--- src/rtl/sha256_krom_fetch.sv ---
// Read-side controller for the 128x16 SHA-256 K-constant ROM macro.
// Each K[t] is fetched as two pipelined 16-bit reads (hi at 2t, lo at 2t+1) and presented over valid/ready.
module sha256_krom_fetch #(
    parameter int ROM_AW = 7,
    parameter int ROM_DW = 16,
    parameter int IDX_W  = 6
) (
    input  logic                  clk,
    input  logic                  rst,
    input  logic                  req_valid,
    output logic                  req_ready,
    input  logic [IDX_W-1:0]      req_idx,
    input  logic                  stream_start,
    output logic                  busy,
    output logic                  k_valid,
    input  logic                  k_ready,
    output logic [2*ROM_DW-1:0]   k_word,
    output logic [IDX_W-1:0]      k_idx,
    output logic                  k_last,
    output logic                  rom_cs,
    output logic [ROM_AW-1:0]     rom_addr,
    input  logic [ROM_DW-1:0]     rom_dout
);

    typedef enum logic [2:0] {
        ST_IDLE = 3'd0,
        ST_HI   = 3'd1,
        ST_LO   = 3'd2,
        ST_CAP  = 3'd3,
        ST_OUT  = 3'd4
    } state_t;

    localparam logic [IDX_W-1:0] IDX_LAST = {IDX_W{1'b1}};
    localparam logic [IDX_W-1:0] IDX_ZERO = {IDX_W{1'b0}};
    localparam logic [IDX_W-1:0] IDX_ONE  = {{(IDX_W-1){1'b0}}, 1'b1};

    state_t                state_r, state_s;
    logic [IDX_W-1:0]      idx_r, idx_s;
    logic                  stream_r, stream_s;
    logic [ROM_DW-1:0]     hi_r, hi_s;
    logic                  rom_cs_r, rom_cs_s;
    logic [ROM_AW-1:0]     rom_addr_r, rom_addr_s;
    logic                  k_valid_r, k_valid_s;
    logic [2*ROM_DW-1:0]   k_word_r, k_word_s;
    logic [IDX_W-1:0]      k_idx_r, k_idx_s;
    logic                  k_last_r, k_last_s;

    assign req_ready = (state_r == ST_IDLE) && !stream_start;
    assign busy      = (state_r != ST_IDLE);
    assign rom_cs    = rom_cs_r;
    assign rom_addr  = rom_addr_r;
    assign k_valid   = k_valid_r;
    assign k_word    = k_word_r;
    assign k_idx     = k_idx_r;
    assign k_last    = k_last_r;

    // Next-state and next-output logic; every register holds unless its state says otherwise.
    always_comb begin
        state_s    = state_r;
        idx_s      = idx_r;
        stream_s   = stream_r;
        hi_s       = hi_r;
        rom_cs_s   = rom_cs_r;
        rom_addr_s = rom_addr_r;
        k_valid_s  = k_valid_r;
        k_word_s   = k_word_r;
        k_idx_s    = k_idx_r;
        k_last_s   = k_last_r;
        case (state_r)
            ST_IDLE: begin
                // stream_start wins over a concurrent request, which stays pending
                if (stream_start) begin
                    stream_s   = 1'b1;
                    idx_s      = IDX_ZERO;
                    rom_cs_s   = 1'b1;
                    rom_addr_s = {IDX_ZERO, 1'b0};
                    state_s    = ST_HI;
                end else if (req_valid) begin
                    stream_s   = 1'b0;
                    idx_s      = req_idx;
                    rom_cs_s   = 1'b1;
                    rom_addr_s = {req_idx, 1'b0};
                    state_s    = ST_HI;
                end else begin
                    state_s    = ST_IDLE;
                end
            end
            ST_HI: begin
                rom_addr_s = {idx_r, 1'b1};
                state_s    = ST_LO;
            end
            ST_LO: begin
                // hi half captured by the ROM last edge is valid now
                hi_s     = rom_dout;
                rom_cs_s = 1'b0;
                state_s  = ST_CAP;
            end
            ST_CAP: begin
                k_word_s  = {hi_r, rom_dout};
                k_idx_s   = idx_r;
                k_last_s  = stream_r && (idx_r == IDX_LAST);
                k_valid_s = 1'b1;
                state_s   = ST_OUT;
            end
            ST_OUT: begin
                if (k_ready) begin
                    k_valid_s = 1'b0;
                    if (stream_r && (idx_r != IDX_LAST)) begin
                        idx_s      = idx_r + IDX_ONE;
                        rom_cs_s   = 1'b1;
                        rom_addr_s = {idx_r + IDX_ONE, 1'b0};
                        state_s    = ST_HI;
                    end else begin
                        stream_s = 1'b0;
                        k_last_s = 1'b0;
                        state_s  = ST_IDLE;
                    end
                end else begin
                    state_s = ST_OUT;
                end
            end
            default: begin
                rom_cs_s  = 1'b0;
                k_valid_s = 1'b0;
                stream_s  = 1'b0;
                state_s   = ST_IDLE;
            end
        endcase
    end

    // State and output registers with synchronous reset; an in-flight word is dropped on reset.
    always_ff @(posedge clk) begin
        if (rst) begin
            state_r    <= ST_IDLE;
            idx_r      <= IDX_ZERO;
            stream_r   <= 1'b0;
            hi_r       <= {ROM_DW{1'b0}};
            rom_cs_r   <= 1'b0;
            rom_addr_r <= {ROM_AW{1'b0}};
            k_valid_r  <= 1'b0;
            k_word_r   <= {(2*ROM_DW){1'b0}};
            k_idx_r    <= IDX_ZERO;
            k_last_r   <= 1'b0;
        end else begin
            state_r    <= state_s;
            idx_r      <= idx_s;
            stream_r   <= stream_s;
            hi_r       <= hi_s;
            rom_cs_r   <= rom_cs_s;
            rom_addr_r <= rom_addr_s;
            k_valid_r  <= k_valid_s;
            k_word_r   <= k_word_s;
            k_idx_r    <= k_idx_s;
            k_last_r   <= k_last_s;
        end
    end

endmodule

--- config.mk ---
export PLATFORM = sky130hd
export DESIGN_NAME = sha256_krom_fetch
export DESIGN_NICKNAME = d
export VERILOG_FILES = /design/src/rtl/sha256_krom_fetch.sv
export SDC_FILE = /design/constraint.sdc
export NUM_CORES = 1
export LEC_CHECK = 0
export ABC_AREA = 1
export CORE_MARGIN = 5
export CORE_UTILIZATION = 39
export CTS_CLUSTER_DIAMETER = 200
export CTS_CLUSTER_SIZE = 24
export DETAILED_ROUTE_END_ITERATION = 6
export PLACE_DENSITY = 0.75
export SLEW_MARGIN = 20
export SYNTH_ARGS = -nofsm -noshare
export SYNTH_HDL_FRONTEND = slang
export SYNTH_SLANG_ARGS = --single-unit
--- constraint.sdc ---
create_clock -name clk -period 2.45 [get_ports clk]
set_input_delay 0.49 -clock clk [delete_from_list [all_inputs] [get_ports clk]]
set_output_delay 0.49 -clock clk [all_outputs]
set_load 0.005 [all_outputs]
* After elaboration in Yosys (flattened, before gate mapping)
Cells that the tools add are included.
** Storage, ports and cells
- Bits in registers :: 74
- Output and inout bits :: 50
** Operators by class
- Add/sub/neg operators :: 1
- Eq/ne operators :: 10
- Multiplexer cells :: 28
- Bitwise logic cells :: 3
- Reductions and logical operators :: 18
** Operators by type and width (count)
- $mux W7 :: 4
- $mux W6 :: 4
- $pmux W7 S3 :: 1
- $reduce_and A4 Y1 :: 4
- $pmux W3 S5 :: 1
- $mux W1 :: 12
- $pmux W6 S2 :: 1
- $pmux W1 S3 :: 3
- $add A6 B1 Y6 const B :: 1
- $eq A3 B2 Y1 const B :: 2
- $eq A6 B6 Y1 const B :: 1
- $ne A2 B2 Y1 const B :: 3
- $ne A6 B6 Y1 const B :: 1
- $reduce_bool A3 Y1 :: 2
- $reduce_or A3 Y1 :: 2
- $reduce_bool A2 Y1 :: 2
- $eq A3 B1 Y1 const B :: 1
- $eq A3 B3 Y1 const B :: 1
- $logic_and A1 B1 Y1 :: 3
- $logic_not A3 Y1 :: 1
- $mux W3 :: 1
- $ne A3 B3 Y1 const B :: 1
- $not A1 Y1 :: 3
- $reduce_and A3 Y1 :: 1
- other kinds (4) :: 4

* Logic depth before layout (Yosys ltp)
- Depth after elaboration :: 5
- Mapped depth :: 10
- Mapped depth without buffers :: 9

* Worst setup path before layout
OpenSTA, ideal clock, no wires.
- Path type :: input -> register
- Start :: in stream_start
- End :: reg rom_addr_r[5] (netlist: rom_addr[5])
- Setup time :: 0.113 ns
- Data arrival time :: 1.299 ns
- Setup slack :: 1.039 ns
- Stages on the path :: 9
- Buffers on the path :: 2
- Cell sequence :: buf_2 nor2_1 nand3_1 nand2_1 inv_2 nand3_2 buf_6 nor2_1 nor2_1
** Between the ends
- Word-level cells in the longest chain between the ends :: 2
** RTL lines
- start: declaration :: line 13 : input logic stream_start,
- $ne A3 B3 Y1 (no source line) / $mux W7 (equally long branches)
- $reduce_and A4 Y1 (no source line) / $pmux W7 S3 (equally long branches)
- end signal: assignment :: line 139 : rom_addr_r <= {ROM_AW{1'b0}};
- end signal: assignment :: line 150 : rom_addr_r <= rom_addr_s;
- end: declaration :: line 42 : logic [ROM_AW-1:0] rom_addr_r, rom_addr_s;
Several ways; a longest one is shown, not always the timed one.
A chain may end at the register's enable or synchronous reset.

* Worst setup path in the final report
- Start :: reg state_r[0]
- End :: out req_ready
** Between the ends
- Word-level cells in the longest chain between the ends :: 2
** RTL lines
- start: declaration :: line 37 : state_t state_r, state_s;
- start signal: assignment :: line 145 : state_r <= state_s;
- $logic_not A3 Y1 :: line 48 : assign req_ready = (state_r == ST_IDLE) && !stream_start;
- $logic_and A1 B1 Y1 :: line 48
- end: declaration :: line 11 : output logic req_ready,
No other way between the ends.

==> reports/qor.yml <==
startpoint: "state_r[0]$_SDFF_PP0_"
cp.required_ps: 1960
antenna_found_initial: 0
cts_hold_buffers: 0
detailedRoute.firstIterationViolations: 112
row_count: 32
register_area_sq_mm: 0.00148
max_slew_margin: 0.494
synth-simple-area-share: 0.309
multi_input_area_sq_mm: 0.00133
cts_buffers: 9
leakage_nw: 1.70
syn_area_sq_mm: 0.00304
overflow: 0
totalWireLength_um: 7270
clock_latency_ps: 340
fin_skew_ps: 6.23
hold_ws_ps: 464
portBuffers: 76
cts-root-buf: "clkbuf_8"
clockBufferDepth: 2
ys_top_cells_by_area: "dfxtp_1 (49%), nor2_1 (17%), o21ai_0 (9.4%), nand2_1 (8.1%), inv_1 (3.6%)"
tns_ps: 0
synth_edf_count: 0
slowest_stage: "clkdlybuf4s50_1"
drv_cap: 0
via_per_inst: 4.71
vias: 2887
grtUsageTotal: 0.153
synth_nets: 463
startpoint_type: "flip-flop"
grt_max_degree: 67
final-hold-violation-count: 0
r2r_start: "idx_r[1]$_SDFFE_PP0P_"
arrival_ps: 1720
power_per_cell_area_mw_per_mm2: 768
cts.sinks: 74
setup_viol: 0
cts-resized-gates: 0
tritoncts: "yes"
synth_top_area_frac: 0.487
path_delay_family: "buffers and inverters"
synthXorXnorAreaFrac: 0.00288
ys_ff_latch: 74
io_pins: 77
start_util: 0.398
period_needed_ps: 2210
crit_fanout: 6
rsz0062_at_grt: "false"
die_x_um: 98.3
htreeDepth: 3
end_kind: "primary output"
worstPathBufferInverterCount: 1
clk_pin_slew_ps: 80
fill_cells: 757
hpwl_um: 5090
max_stage_delay_ps: 510
yosys.area.top_type: "dfxtp_1"
tightest_slew_ps: 758
ir_worst_vdd_mv: 0.325
die_area_sq_mm: 0.00966
ys_warn_count: 0
wl_per_cell_um: 11.9
ant_nets: 0
synth_ff_type: "dfxtp_1"
core-area_sq_mm: 0.00765
yosysMostFrequentCell: "nor2_1"
first_global_vias: 2666
synth_common_cells: "nor2_1 (136), dfxtp_1 (74), nand2_1 (66)"
max_freq_ghz: 0.453
drive_gt1_frac: 0.0665
cts_setup_buffers: 0
crit_type: "reg2out"
die_height_um: 98.3
slew_viol_final: 0
synth.avg_cell_area_sq_um: 6.99
post-route-period-util: 0.900
min_path_type: "reg2reg"
synth_cells: 435
hold_start: "k_last$_SDFFE_PP0P_"
synth_cell_types: 25
synthArstFlopShare: 0
crit_path_frequent_cell: "nor2_1"
areaGrowthSynthToFinish_pct: 33.8
yosysSeqAreaShare: 0.487
gp_congestion: 0.925
crit_chain: "nor2_1 -> nand2_1 -> nor2_1 -> clkdlybuf4s50_1"
synth-compound-area-share: 0.122
antennaDiodeCount: 0
muxShareOfSynthArea: 0
outcome: "complete, no violations"
drt-pass1-iter-count: 5
drc: 0
synth_fa_ha_area_frac: 0.00411
fin_nets: 534
synth_top_family_by_area: "simple AND/OR/NAND/NOR gates"
grt_first_pass_wirelength_um: 12400
-- worst paths after layout --
path,endpoint,slack (ps),cells past startpoint
worst max-delay path,req_ready,240,4
worst min-delay path,k_last$_SDFFE_PP0P_,460,2
worst max register to register,rom_addr[3]$_SDFFE_PP0P_,800,8
worst min register to register,k_last$_SDFFE_PP0P_,460,2
-- metrics by stage --
step | total power [mW] | utilization | setup WS, ps | std cells | cell area (sq um)
2_1_floorplan | 1.90 | - | 1040 | 435 | 3040
3_3_place_gp | 2.19 | 0.506 | 416 | 597 | 3870
3_5_place_dp | 2.20 | 0.506 | 403 | 597 | 3870
4_1_cts | 3.16 | 0.532 | 223 | 613 | 4070
5_1_grt | 3.32 | 0.532 | 150 | 613 | 4070
6_report | 3.13 | 0.532 | 244 | 613 | 4070
-- routing by layer --
layer	track usage	wire length, um	up-vias	share of wire
met4	0.0441	94	0	0.013
li1	-	-	1510	-
met5	0	0	-	0
met3	0.0514	571	9	0.079
met1	0.193	3210	1272	0.44
met2	0.249	3390	96	0.47
-- sequential cells by signal (all words and copies together) (netlist names) --
signal / cells
hi_r: 16
k_idx: 6
rom_addr: 7
stream_r: 1
k_valid: 1
state_r: 3
k_last: 1
idx_r: 6
rom_cs: 1
k_word: 32
-- cell families (layout without fill, tap and decap cells) --
logic type,after synthesis,after routing
AND/OR/NAND/NOR,231,231
flip-flops,74,74
AO/OA/AOI/OAI,73,73
buffers and inverters,55,131
adder cells (fa/ha/maj),1,1
XOR/XNOR,1,1
-- report_power, final --
group          internal (mW)  switching [mW]  total (mW)
logic                  0.344           0.384       0.728
registers               1.35          0.0985        1.44
clock network          0.500           0.455       0.955
-- final cells by class --
| class | count | area share |
|---|---|---|
| tap | 102 | 0.0314 |
| sequential | 74 | 0.364 |
| multi-input combinational | 306 | 0.327 |
| timing repair buffer | 80 | 0.194 |
| inverter | 35 | 0.0329 |
| clock buffer | 10 | 0.0338 |
| clock inverter | 6 | 0.0160 |
-- worst min-delay path, delay by kind of cell (launching register included) --
family | cells | cell delay (ps)
compound gates | 1 | 50
flops | 1 | 320
simple gates | 1 | 60
-- layout by cell type (no fill, tap or decap) --
| cell | count |
|---|---|
| buf_4 | 4 |
| clkinv_2 | 2 |
| o21ai_0 | 57 |
| o21ai_1 | 1 |
| nor2_4 | 1 |
| nand2_4 | 1 |
| o211ai_1 | 1 |
| inv_6 | 1 |
| clkinv_4 | 1 |
| nand2_2 | 1 |
| nand3_1 | 20 |
| xnor2_1 | 1 |
| inv_1 | 29 |
| a21oi_1 | 12 |
| inv_4 | 1 |
| ha_1 | 1 |
| a31oi_1 | 1 |
| clkbuf_8 | 10 |
| clkdlybuf4s50_1 | 76 |
| dfxtp_1 | 74 |
| o21bai_1 | 1 |
| inv_2 | 5 |
| nand4_1 | 1 |
| clkinvlp_4 | 1 |
| nor2_1 | 136 |
| nand2_1 | 66 |
| bufinv_16 | 1 |
| nand3_2 | 4 |
| nor2_2 | 1 |
No activity file was read; power rests on OpenSTA's default activity.
